--- src/rtl/fetch_pc_seq_pkg.sv ---
// Shared fetch-core definitions: FSM state encoding, instruction geometry, bubble encoding.
// The S_TRAP state exists only when FETCH_MISALIGN_TRAP_EN is defined.
package fetch_pc_seq_pkg;

  localparam int XLEN_DEFAULT = 32;
  localparam int INST_BYTES   = 4;

  // Canonical NOP (addi x0, x0, 0) that decode uses when it has to insert a bubble.
  localparam logic [31:0] NOP_INST = 32'h0000_0013;

  typedef enum logic [2:0] {
    S_IDLE = 3'd0,
    S_WAIT = 3'd1,
    S_HOLD = 3'd2,
    S_DROP = 3'd3
`ifdef FETCH_MISALIGN_TRAP_EN
    ,
    S_TRAP = 3'd4
`endif
  } fetch_state_e;

  // A target is misaligned when either of its two byte-offset bits is set.
  function automatic logic is_misaligned(input logic [1:0] low_bits);
    return |low_bits;
  endfunction

endpackage

--- src/rtl/fetch_pc_seq_if.sv ---
// Bundles the branch-control redirect, instruction-memory and decode handshake signals
// of the fetch sequencer; master is the sequencer side, slave is the environment side.
interface fetch_pc_seq_if
  import fetch_pc_seq_pkg::*;
#(
  parameter int XLEN = XLEN_DEFAULT
) ();

  logic            i_redirect;
  logic [XLEN-1:0] i_target;

  logic            o_imem_req;
  logic [XLEN-1:0] o_imem_addr;
  logic            i_imem_rvalid;
  logic [XLEN-1:0] i_imem_rdata;

  logic            o_inst_valid;
  logic [XLEN-1:0] o_inst;
  logic [XLEN-1:0] o_inst_pc;
  logic            i_inst_ready;

  logic            o_misalign;

  modport master (
    input  i_redirect,
    input  i_target,
    output o_imem_req,
    output o_imem_addr,
    input  i_imem_rvalid,
    input  i_imem_rdata,
    output o_inst_valid,
    output o_inst,
    output o_inst_pc,
    input  i_inst_ready,
    output o_misalign
  );

  modport slave (
    output i_redirect,
    output i_target,
    input  o_imem_req,
    input  o_imem_addr,
    output i_imem_rvalid,
    output i_imem_rdata,
    input  o_inst_valid,
    input  o_inst,
    input  o_inst_pc,
    output i_inst_ready,
    input  o_misalign
  );

endinterface

--- src/rtl/fetch_pc_seq.sv ---
// Instruction-fetch sequencer: owns the PC, issues single-outstanding imem requests and
// presents fetched words to decode. FETCH_MISALIGN_TRAP_EN enables the sticky misalign trap.
module fetch_pc_seq
  import fetch_pc_seq_pkg::*;
#(
  parameter int              XLEN       = XLEN_DEFAULT,
  parameter logic [XLEN-1:0] RESET_ADDR = XLEN'(32'h0000_0000)
) (
  input  logic           i_clk,
  input  logic           i_rst,
  fetch_pc_seq_if.master bus
);

  fetch_state_e    state_r;
  fetch_state_e    state_s;
  logic [XLEN-1:0] pc_r;
  logic [XLEN-1:0] pc_s;
  logic [XLEN-1:0] pc_inc_s;
  logic [XLEN-1:0] target_s;
  logic [XLEN-1:0] inst_r;
  logic [XLEN-1:0] inst_s;
  logic [XLEN-1:0] inst_pc_r;
  logic [XLEN-1:0] inst_pc_s;
  logic            inst_valid_r;
  logic            inst_valid_s;
  logic            trap_s;

`ifdef FETCH_MISALIGN_TRAP_EN
  logic            misalign_r;
  logic            misalign_s;

  // A misaligned redirect never reaches the PC; it diverts the sequencer into the trap.
  assign target_s = bus.i_target;
  assign trap_s   = bus.i_redirect & is_misaligned(bus.i_target[1:0]);
`else
  // Without the trap, the byte-offset bits of a redirect target are simply dropped.
  assign target_s = bus.i_target & ~XLEN'(2'b11);
  assign trap_s   = 1'b0;
`endif

  // Sequential fetch address; the add wraps modulo 2^XLEN.
  assign pc_inc_s = pc_r + XLEN'(INST_BYTES);

  // A request leaves only from idle, and a same-cycle redirect wins over the old PC.
  assign bus.o_imem_req  = (state_r == S_IDLE) & ~bus.i_redirect & ~i_rst;
  assign bus.o_imem_addr = pc_r;

  assign bus.o_inst_valid = inst_valid_r;
  assign bus.o_inst       = inst_r;
  assign bus.o_inst_pc    = inst_pc_r;
`ifdef FETCH_MISALIGN_TRAP_EN
  assign bus.o_misalign   = misalign_r;
`else
  assign bus.o_misalign   = 1'b0;
`endif

  // Next-state, next-PC and decode-output register update.
  always_comb begin
    state_s      = state_r;
    pc_s         = pc_r;
    inst_s       = inst_r;
    inst_pc_s    = inst_pc_r;
    inst_valid_s = inst_valid_r;
`ifdef FETCH_MISALIGN_TRAP_EN
    misalign_s   = misalign_r;
`endif

    if (trap_s) begin
`ifdef FETCH_MISALIGN_TRAP_EN
      misalign_s   = 1'b1;
      state_s      = S_TRAP;
`endif
      inst_valid_s = 1'b0;
    end else begin
      case (state_r)
        S_IDLE: begin
          if (bus.i_redirect) begin
            pc_s = target_s;
          end else begin
            state_s = S_WAIT;
          end
        end

        S_WAIT: begin
          if (bus.i_redirect) begin
            pc_s = target_s;
            // Without the response in hand we must still swallow it later.
            if (bus.i_imem_rvalid) begin
              state_s = S_IDLE;
            end else begin
              state_s = S_DROP;
            end
          end else if (bus.i_imem_rvalid) begin
            inst_s       = bus.i_imem_rdata;
            inst_pc_s    = pc_r;
            inst_valid_s = 1'b1;
            pc_s         = pc_inc_s;
            state_s      = S_HOLD;
          end else begin
            state_s = S_WAIT;
          end
        end

        S_HOLD: begin
          if (bus.i_redirect) begin
            inst_valid_s = 1'b0;
            pc_s         = target_s;
            state_s      = S_IDLE;
          end else if (bus.i_inst_ready) begin
            inst_valid_s = 1'b0;
            state_s      = S_IDLE;
          end else begin
            state_s = S_HOLD;
          end
        end

        S_DROP: begin
          if (bus.i_redirect) begin
            pc_s = target_s;
          end else begin
            pc_s = pc_r;
          end
          if (bus.i_imem_rvalid) begin
            state_s = S_IDLE;
          end else begin
            state_s = S_DROP;
          end
        end

`ifdef FETCH_MISALIGN_TRAP_EN
        S_TRAP: begin
          state_s = S_TRAP;
        end
`endif

        default: begin
          state_s = S_IDLE;
        end
      endcase
    end
  end

  // FSM state and program counter.
  always_ff @(posedge i_clk) begin
    if (i_rst) begin
      state_r <= S_IDLE;
      pc_r    <= RESET_ADDR;
    end else begin
      state_r <= state_s;
      pc_r    <= pc_s;
    end
  end

  // Registered decode-facing outputs.
  always_ff @(posedge i_clk) begin
    if (i_rst) begin
      inst_r       <= '0;
      inst_pc_r    <= '0;
      inst_valid_r <= 1'b0;
    end else begin
      inst_r       <= inst_s;
      inst_pc_r    <= inst_pc_s;
      inst_valid_r <= inst_valid_s;
    end
  end

`ifdef FETCH_MISALIGN_TRAP_EN
  // Sticky trap flag, cleared only by reset.
  always_ff @(posedge i_clk) begin
    if (i_rst) begin
      misalign_r <= 1'b0;
    end else begin
      misalign_r <= misalign_s;
    end
  end
`endif

endmodule

--- src/flat_wrapper.sv ---
// flat-port wrapper written by rule: the top's interface ports become plain ports
module fetch_pc_seq_flat import fetch_pc_seq_pkg::*;
#(
  parameter int              XLEN       = XLEN_DEFAULT,
  parameter logic [XLEN-1:0] RESET_ADDR = XLEN'(32'h0000_0000)
)
  (i_clk, i_rst, bus_i_redirect, bus_i_target, bus_o_imem_req, bus_o_imem_addr, bus_i_imem_rvalid, bus_i_imem_rdata, bus_o_inst_valid, bus_o_inst, bus_o_inst_pc, bus_i_inst_ready, bus_o_misalign);
  fetch_pc_seq_if #(.XLEN(XLEN)) bus_i ();
  input  logic i_clk;
  input  logic i_rst;
  input wire logic [$bits(bus_i.i_redirect)-1:0] bus_i_redirect;
  input wire logic [$bits(bus_i.i_target)-1:0] bus_i_target;
  output wire logic [$bits(bus_i.o_imem_req)-1:0] bus_o_imem_req;
  output wire logic [$bits(bus_i.o_imem_addr)-1:0] bus_o_imem_addr;
  input wire logic [$bits(bus_i.i_imem_rvalid)-1:0] bus_i_imem_rvalid;
  input wire logic [$bits(bus_i.i_imem_rdata)-1:0] bus_i_imem_rdata;
  output wire logic [$bits(bus_i.o_inst_valid)-1:0] bus_o_inst_valid;
  output wire logic [$bits(bus_i.o_inst)-1:0] bus_o_inst;
  output wire logic [$bits(bus_i.o_inst_pc)-1:0] bus_o_inst_pc;
  input wire logic [$bits(bus_i.i_inst_ready)-1:0] bus_i_inst_ready;
  output wire logic [$bits(bus_i.o_misalign)-1:0] bus_o_misalign;
  assign bus_i.i_redirect = bus_i_redirect;
  assign bus_i.i_target = bus_i_target;
  assign bus_o_imem_req = bus_i.o_imem_req;
  assign bus_o_imem_addr = bus_i.o_imem_addr;
  assign bus_i.i_imem_rvalid = bus_i_imem_rvalid;
  assign bus_i.i_imem_rdata = bus_i_imem_rdata;
  assign bus_o_inst_valid = bus_i.o_inst_valid;
  assign bus_o_inst = bus_i.o_inst;
  assign bus_o_inst_pc = bus_i.o_inst_pc;
  assign bus_i.i_inst_ready = bus_i_inst_ready;
  assign bus_o_misalign = bus_i.o_misalign;
  fetch_pc_seq #(.XLEN(XLEN), .RESET_ADDR(RESET_ADDR)) u_core (.i_clk(i_clk), .i_rst(i_rst), .bus(bus_i));
endmodule
--- config.mk ---
export PLATFORM = sky130hd
export DESIGN_NAME = fetch_pc_seq_flat
export DESIGN_NICKNAME = d
export VERILOG_FILES = /design/src/rtl/fetch_pc_seq_pkg.sv /design/src/rtl/fetch_pc_seq_if.sv /design/src/rtl/fetch_pc_seq.sv /design/src/flat_wrapper.sv
export SDC_FILE = /design/constraint.sdc
export NUM_CORES = 1
export LEC_CHECK = 0
export ABC_CLOCK_PERIOD_IN_PS = 2110
export BUFFER_PORTS_ARGS = -buffer_cell sky130_fd_sc_hd__buf_2
export CELL_PAD_IN_SITES_DETAIL_PLACEMENT = 2
export CELL_PAD_IN_SITES_GLOBAL_PLACEMENT = 2
export CORE_MARGIN = 4
export CORE_UTILIZATION = 24
export DETAILED_ROUTE_END_ITERATION = 10
export PLACE_DENSITY_LB_ADDON = 0.1
export SYNTH_ARGS = -nofsm -noshare
export SYNTH_HDL_FRONTEND = slang
export SYNTH_SLANG_ARGS = --single-unit
--- constraint.sdc ---
create_clock -name i_clk -period 2.11 [get_ports i_clk]
set_input_delay 0.3165 -clock i_clk [delete_from_list [all_inputs] [get_ports i_clk]]
set_output_delay 0.3165 -clock i_clk [all_outputs]
set_load 0.05 [all_outputs]
After elaboration in Yosys (flattened, before gate mapping)
Cells that the tools add are included.
- reductions and logical operators: 7
- equality and inequality tests: 9
- multiplexer cells: 16
- bitwise operators: 4
- $add $sub $neg: 1
- operator list (cell ; number):
    $mux 32 ; 3
    $pmux 32 s2 ; 1
    $add 32x3->32 const B ; 1
    $pmux 3 s4 ; 1
    $mux 3 ; 3
    $eq 3x2->1 const B ; 2
    $mux 2 ; 3
    $ne 2x2->1 const B ; 3
    $ne 3x3->1 const B ; 2
    $reduce_and 3->1 ; 2
    $mux 1 ; 4
    $reduce_and 4->1 ; 1
    $reduce_bool 2->1 ; 2
    $eq 3x1->1 const B ; 1
    $logic_not 3->1 ; 1
    $reduce_or 3->1 ; 1
    $and 1x1->1 ; 2
    $ne 2x1->1 const B ; 1
    $not 1->1 ; 2
    $pmux 1 s2 ; 1
- input bits: 69
- logic and storage cells: 42
- output and inout port bits: 99
- flip-flop bits (word level): 100

Logic depth before layout (Yosys ltp)
- depth in word-level cells: 4
- mapped depth: 10
- mapped depth without buffers: 7

Least setup slack after synthesis
Ideal clock, no wire load.
- kind: in2out
- start point: input port bus_i_redirect
- end point: output port bus_o_imem_req
- path slack: -274 ps
- arrival: 2067 ps
- buffers on the path: 1
- data required time: 1794 ps
- cell stages on the path: 2
- path through: clkbuf_1 nor4_1
- word-level cells in the longest chain between the ends: 3
- RTL lines (element ; line ; source):
    start: declaration ; flat_wrapper.sv:11 ; input wire logic [$bits(bus_i.i_redirect)-1:0] bus_i_redirect;
    $not 1->1 (no line) ; n/a ;
    $and 1x1->1 (2 in a row) ; fetch_pc_seq.sv:45 ; assign bus.o_imem_req = (state_r == S_IDLE) & ~bus.i_redirect & ~i_rst;
    end: declaration ; flat_wrapper.sv:13 ; output wire logic [$bits(bus_i.o_imem_req)-1:0] bus_o_imem_req;
No other way between the ends.

Final worst setup path
- start point: register u_core.pc_r[2] (netlist: u_core.bus.o_imem_addr[2])
- end point: register u_core.pc_r[28] (netlist: u_core.bus.o_imem_addr[28])
- word-level cells in the longest chain between the ends: 4
- RTL lines (element ; line ; source):
    start: declaration ; fetch_pc_seq.sv:16 ; logic [XLEN-1:0] pc_r;
    start signal: assignment ; fetch_pc_seq.sv:150 ; pc_r <= pc_s;
    $add 32x3->32 ; fetch_pc_seq.sv:42 ; assign pc_inc_s = pc_r + XLEN'(INST_BYTES);
    $mux 32 ; fetch_pc_seq.sv:93 ; end else if (bus.i_imem_rvalid) begin
    $mux 32 ; fetch_pc_seq.sv:85 ; if (bus.i_redirect) begin
    $pmux 32 s2 ; fetch_pc_seq.sv:75 ; case (state_r)
No other way between the ends. The select of a mux whose other input is x is not followed.
A chain may end at the register's enable or synchronous reset.

==> out/results.ini <==
[floorplanning]
core.rowCount=48
die_h_um=141
die-width_um=141
coreArea_mm2=0.0173
start_util=0.244
io_pins=168
dieArea_mm2=0.0198

[routing]
vias=4574
drt_pass1_iterations=4
drcViolationCount=0
wl_per_cell_um=18.0
drt_iter0_drc=179
wl_um=16900
drtAntennaViolNets=0
viasPerCell=4.89

[cts]
post_cts_buffers=0
cts_htree_levels=3
cts_root_buf=clkbuf_16
clock_latency_ns=0.35
tritoncts=built
cts.sinks=95
cts_hold_buf=0
cts_max_path_buffers=2
cts_made_buffers=9
path_clk_slew_ns=0.07

[finish]
fin_nets=778
fillers=2070
antenna_cells=0
fin_cells=936
final_util=0.331
area_delta_synth_final_pct=35.5
regArea_mm2=0.00191
multi_input_area_mm2=0.00208
finalInstanceArea_mm2=0.00572
drive_above_1_share=0.329

[synth]
synth_area_leaders=dfxtp_1 (45%), nand2_1 (13%), a21oi_1 (10%)
synth_edf_count=0
netlist_top_cells_count=nand2_1 (145), dfxtp_1 (95), a21oi_1 (85)
avgSynthCellArea_um2=7.88
ys_warn_count=0
ys_seq_area_frac=0.450
synthFlopType=dfxtp_1
yosysMostFrequentCell=nand2_1
synth_seq_cells=95
ys_types=58
async_flop_share=0
netlist_area_mm2=0.00422
synth_top_area_cell=dfxtp_1
synth_top_area_frac=0.450
synthCells=536

[critical_path]
end_kind=flip-flop
r2r_end=u_core.bus.o_imem_addr[28]
path_max_fanout=7
r2r_start=u_core.bus.o_imem_addr[2]
critical_path_class=reg2reg
arrival_ns=2.18
critPathLaunchType=flip-flop
reg2regPathDepth=6
crit_required_ns=2.34
r2r_setup_slack_ns=0.16

[timing]
finalHoldViolations=0
setup_viol=0
drv_slew=0
tns_ns=0
min_period_ns=1.95
clock_skew_ns=0.00796
timing.fmax_mhz=512
period_share=0.926
rsz0062_at_grt=no

[placement]
portBuffers=160
placed_area_mm2=0.00543
dpl.cell_count=920
gp_congestion=0.796
hpwl_um=12800

[power]
vdd_ir_drop_max_uv=391
leakagePower_nw=2.44
power_density_mw_per_mm2=796
total_power_mw=4.55

[global_routing]
grt_pass1_vias=4896
grt_overflow=0
grt_max_degree=45
antenna_found_initial=1
grt_usage=0.169
grt_pass1_wl_um=26900

[min_path]
holdPathEnd=u_core.bus.o_inst[1]
min_path_cells=3
hold_class=in2reg
hp-start=bus_i_imem_rdata[1]

[outcome]
outcome=completed

[flow_run]
cap_violations=0

==> flip-flops by register name (all words and copies together), names as in the netlist <==
| signal | cells |
|---|---|
| u_core.bus.o_inst_pc | 30 |
| u_core.bus.o_inst_valid | 1 |
| u_core.bus.o_inst | 32 |
| u_core.state_r | 2 |
| u_core.bus.o_imem_addr | 30 |
==> what timing repair did <==
| action | in CTS | in global routing |
|---|---|---|
| hold endpoints to repair | 0 | 0 |
| gates resized for setup | 0 | 1 |
| endpoints found under the setup margin | 0 | 1 |
==> cell type report <==
cell class | count | area share
clock buffers | 14 | 0.0496
clock inverters | 2 | 0.00219
inverters | 9 | 0.00590
multi-input cells | 392 | 0.364
flip-flops and latches | 95 | 0.333
well taps | 225 | 0.0492
repair buffers | 199 | 0.196
==> kinds of logic after synthesis <==
| kind of cell | synth area share |
|---|---|
| mux | 0.00977 |
| other cells | 0.000888 |
| compound gates | 0.218 |
| fa+ha+maj | 0.00889 |
| buf+inv | 0.0634 |
| flops | 0.450 |
| simple gates | 0.249 |
==> critical path: stages (launching register included) <==
cell     delay (ns)
dfxtp_2        0.33
ha_1           0.20
and4_1         0.27
nand4_2        0.23
nor3_4         0.38
a21oi_1        0.12
a311o_1        0.29
==> per-layer routing <==
metal	share of wire	global-route usage	wire length, um	vias to the layer above
met5	0.00071	0	12	-
met4	0.019	0.0556	320	2
met3	0.053	0.0353	895	21
met2	0.48	0.283	8080	128
met1	0.45	0.216	7560	2218
li1	-	-	-	2205
==> how the worst max path moves through the flow <==
stage                               start                          to  slack (ns)  cells after the start
6_report        u_core.bus.o_imem_addr[2]  u_core.bus.o_imem_addr[28]        0.16                      6
5_1_grt        u_core.bus.o_imem_addr[20]  u_core.bus.o_imem_addr[25]        0.06                      5
4_1_cts         u_core.bus.o_imem_addr[4]  u_core.bus.o_imem_addr[25]        0.12                      5
3_5_place_dp               bus_i_redirect  u_core.bus.o_imem_addr[20]        0.13                      7
3_3_place_gp               bus_i_redirect  u_core.bus.o_imem_addr[20]        0.15                      7
2_1_floorplan              bus_i_redirect  u_core.bus.o_imem_addr[28]        0.02                      9
==> metrics by stage <==
step	hold WS (ns)	setup WS [ns]
finish	0.196	0.157
global route	0.210	0.0558
CTS	0.190	0.122
detailed placement	0.445	0.127
global placement	0.439	0.146
floorplan	0.453	0.0161
==> placed cells by master (no fill, tap or decap), types with 3 or more instances in the layout <==
| cell | instances |
|---|---|
| conb_1 | 5 |
| nor2_1 | 20 |
| dfxtp_1 | 92 |
| o21a_1 | 3 |
| ha_1 | 3 |
| clkbuf_16 | 9 |
| and4_1 | 5 |
| dfxtp_2 | 3 |
| nand3_1 | 13 |
| o21ai_0 | 18 |
| nor3_1 | 7 |
| nor4_1 | 5 |
| a311oi_1 | 6 |
| o22ai_1 | 11 |
| buf_2 | 159 |
| clkbuf_8 | 4 |
| nand2_1 | 144 |
| a21oi_1 | 85 |
| and3_1 | 4 |
| mux2i_1 | 3 |
| a221oi_1 | 3 |
| inv_1 | 9 |
| a211oi_1 | 8 |
| a31oi_1 | 3 |
| nand4_1 | 3 |
| buf_4 | 38 |
==> report_power, final <==
part           switching, mW  internal, mW  total, mW
combinational          0.639         0.278      0.917
clock                  0.741         0.929       1.67
sequential            0.0889          1.88       1.97
total                   1.47          3.08       4.55
(Power assumes the default switching activity.)
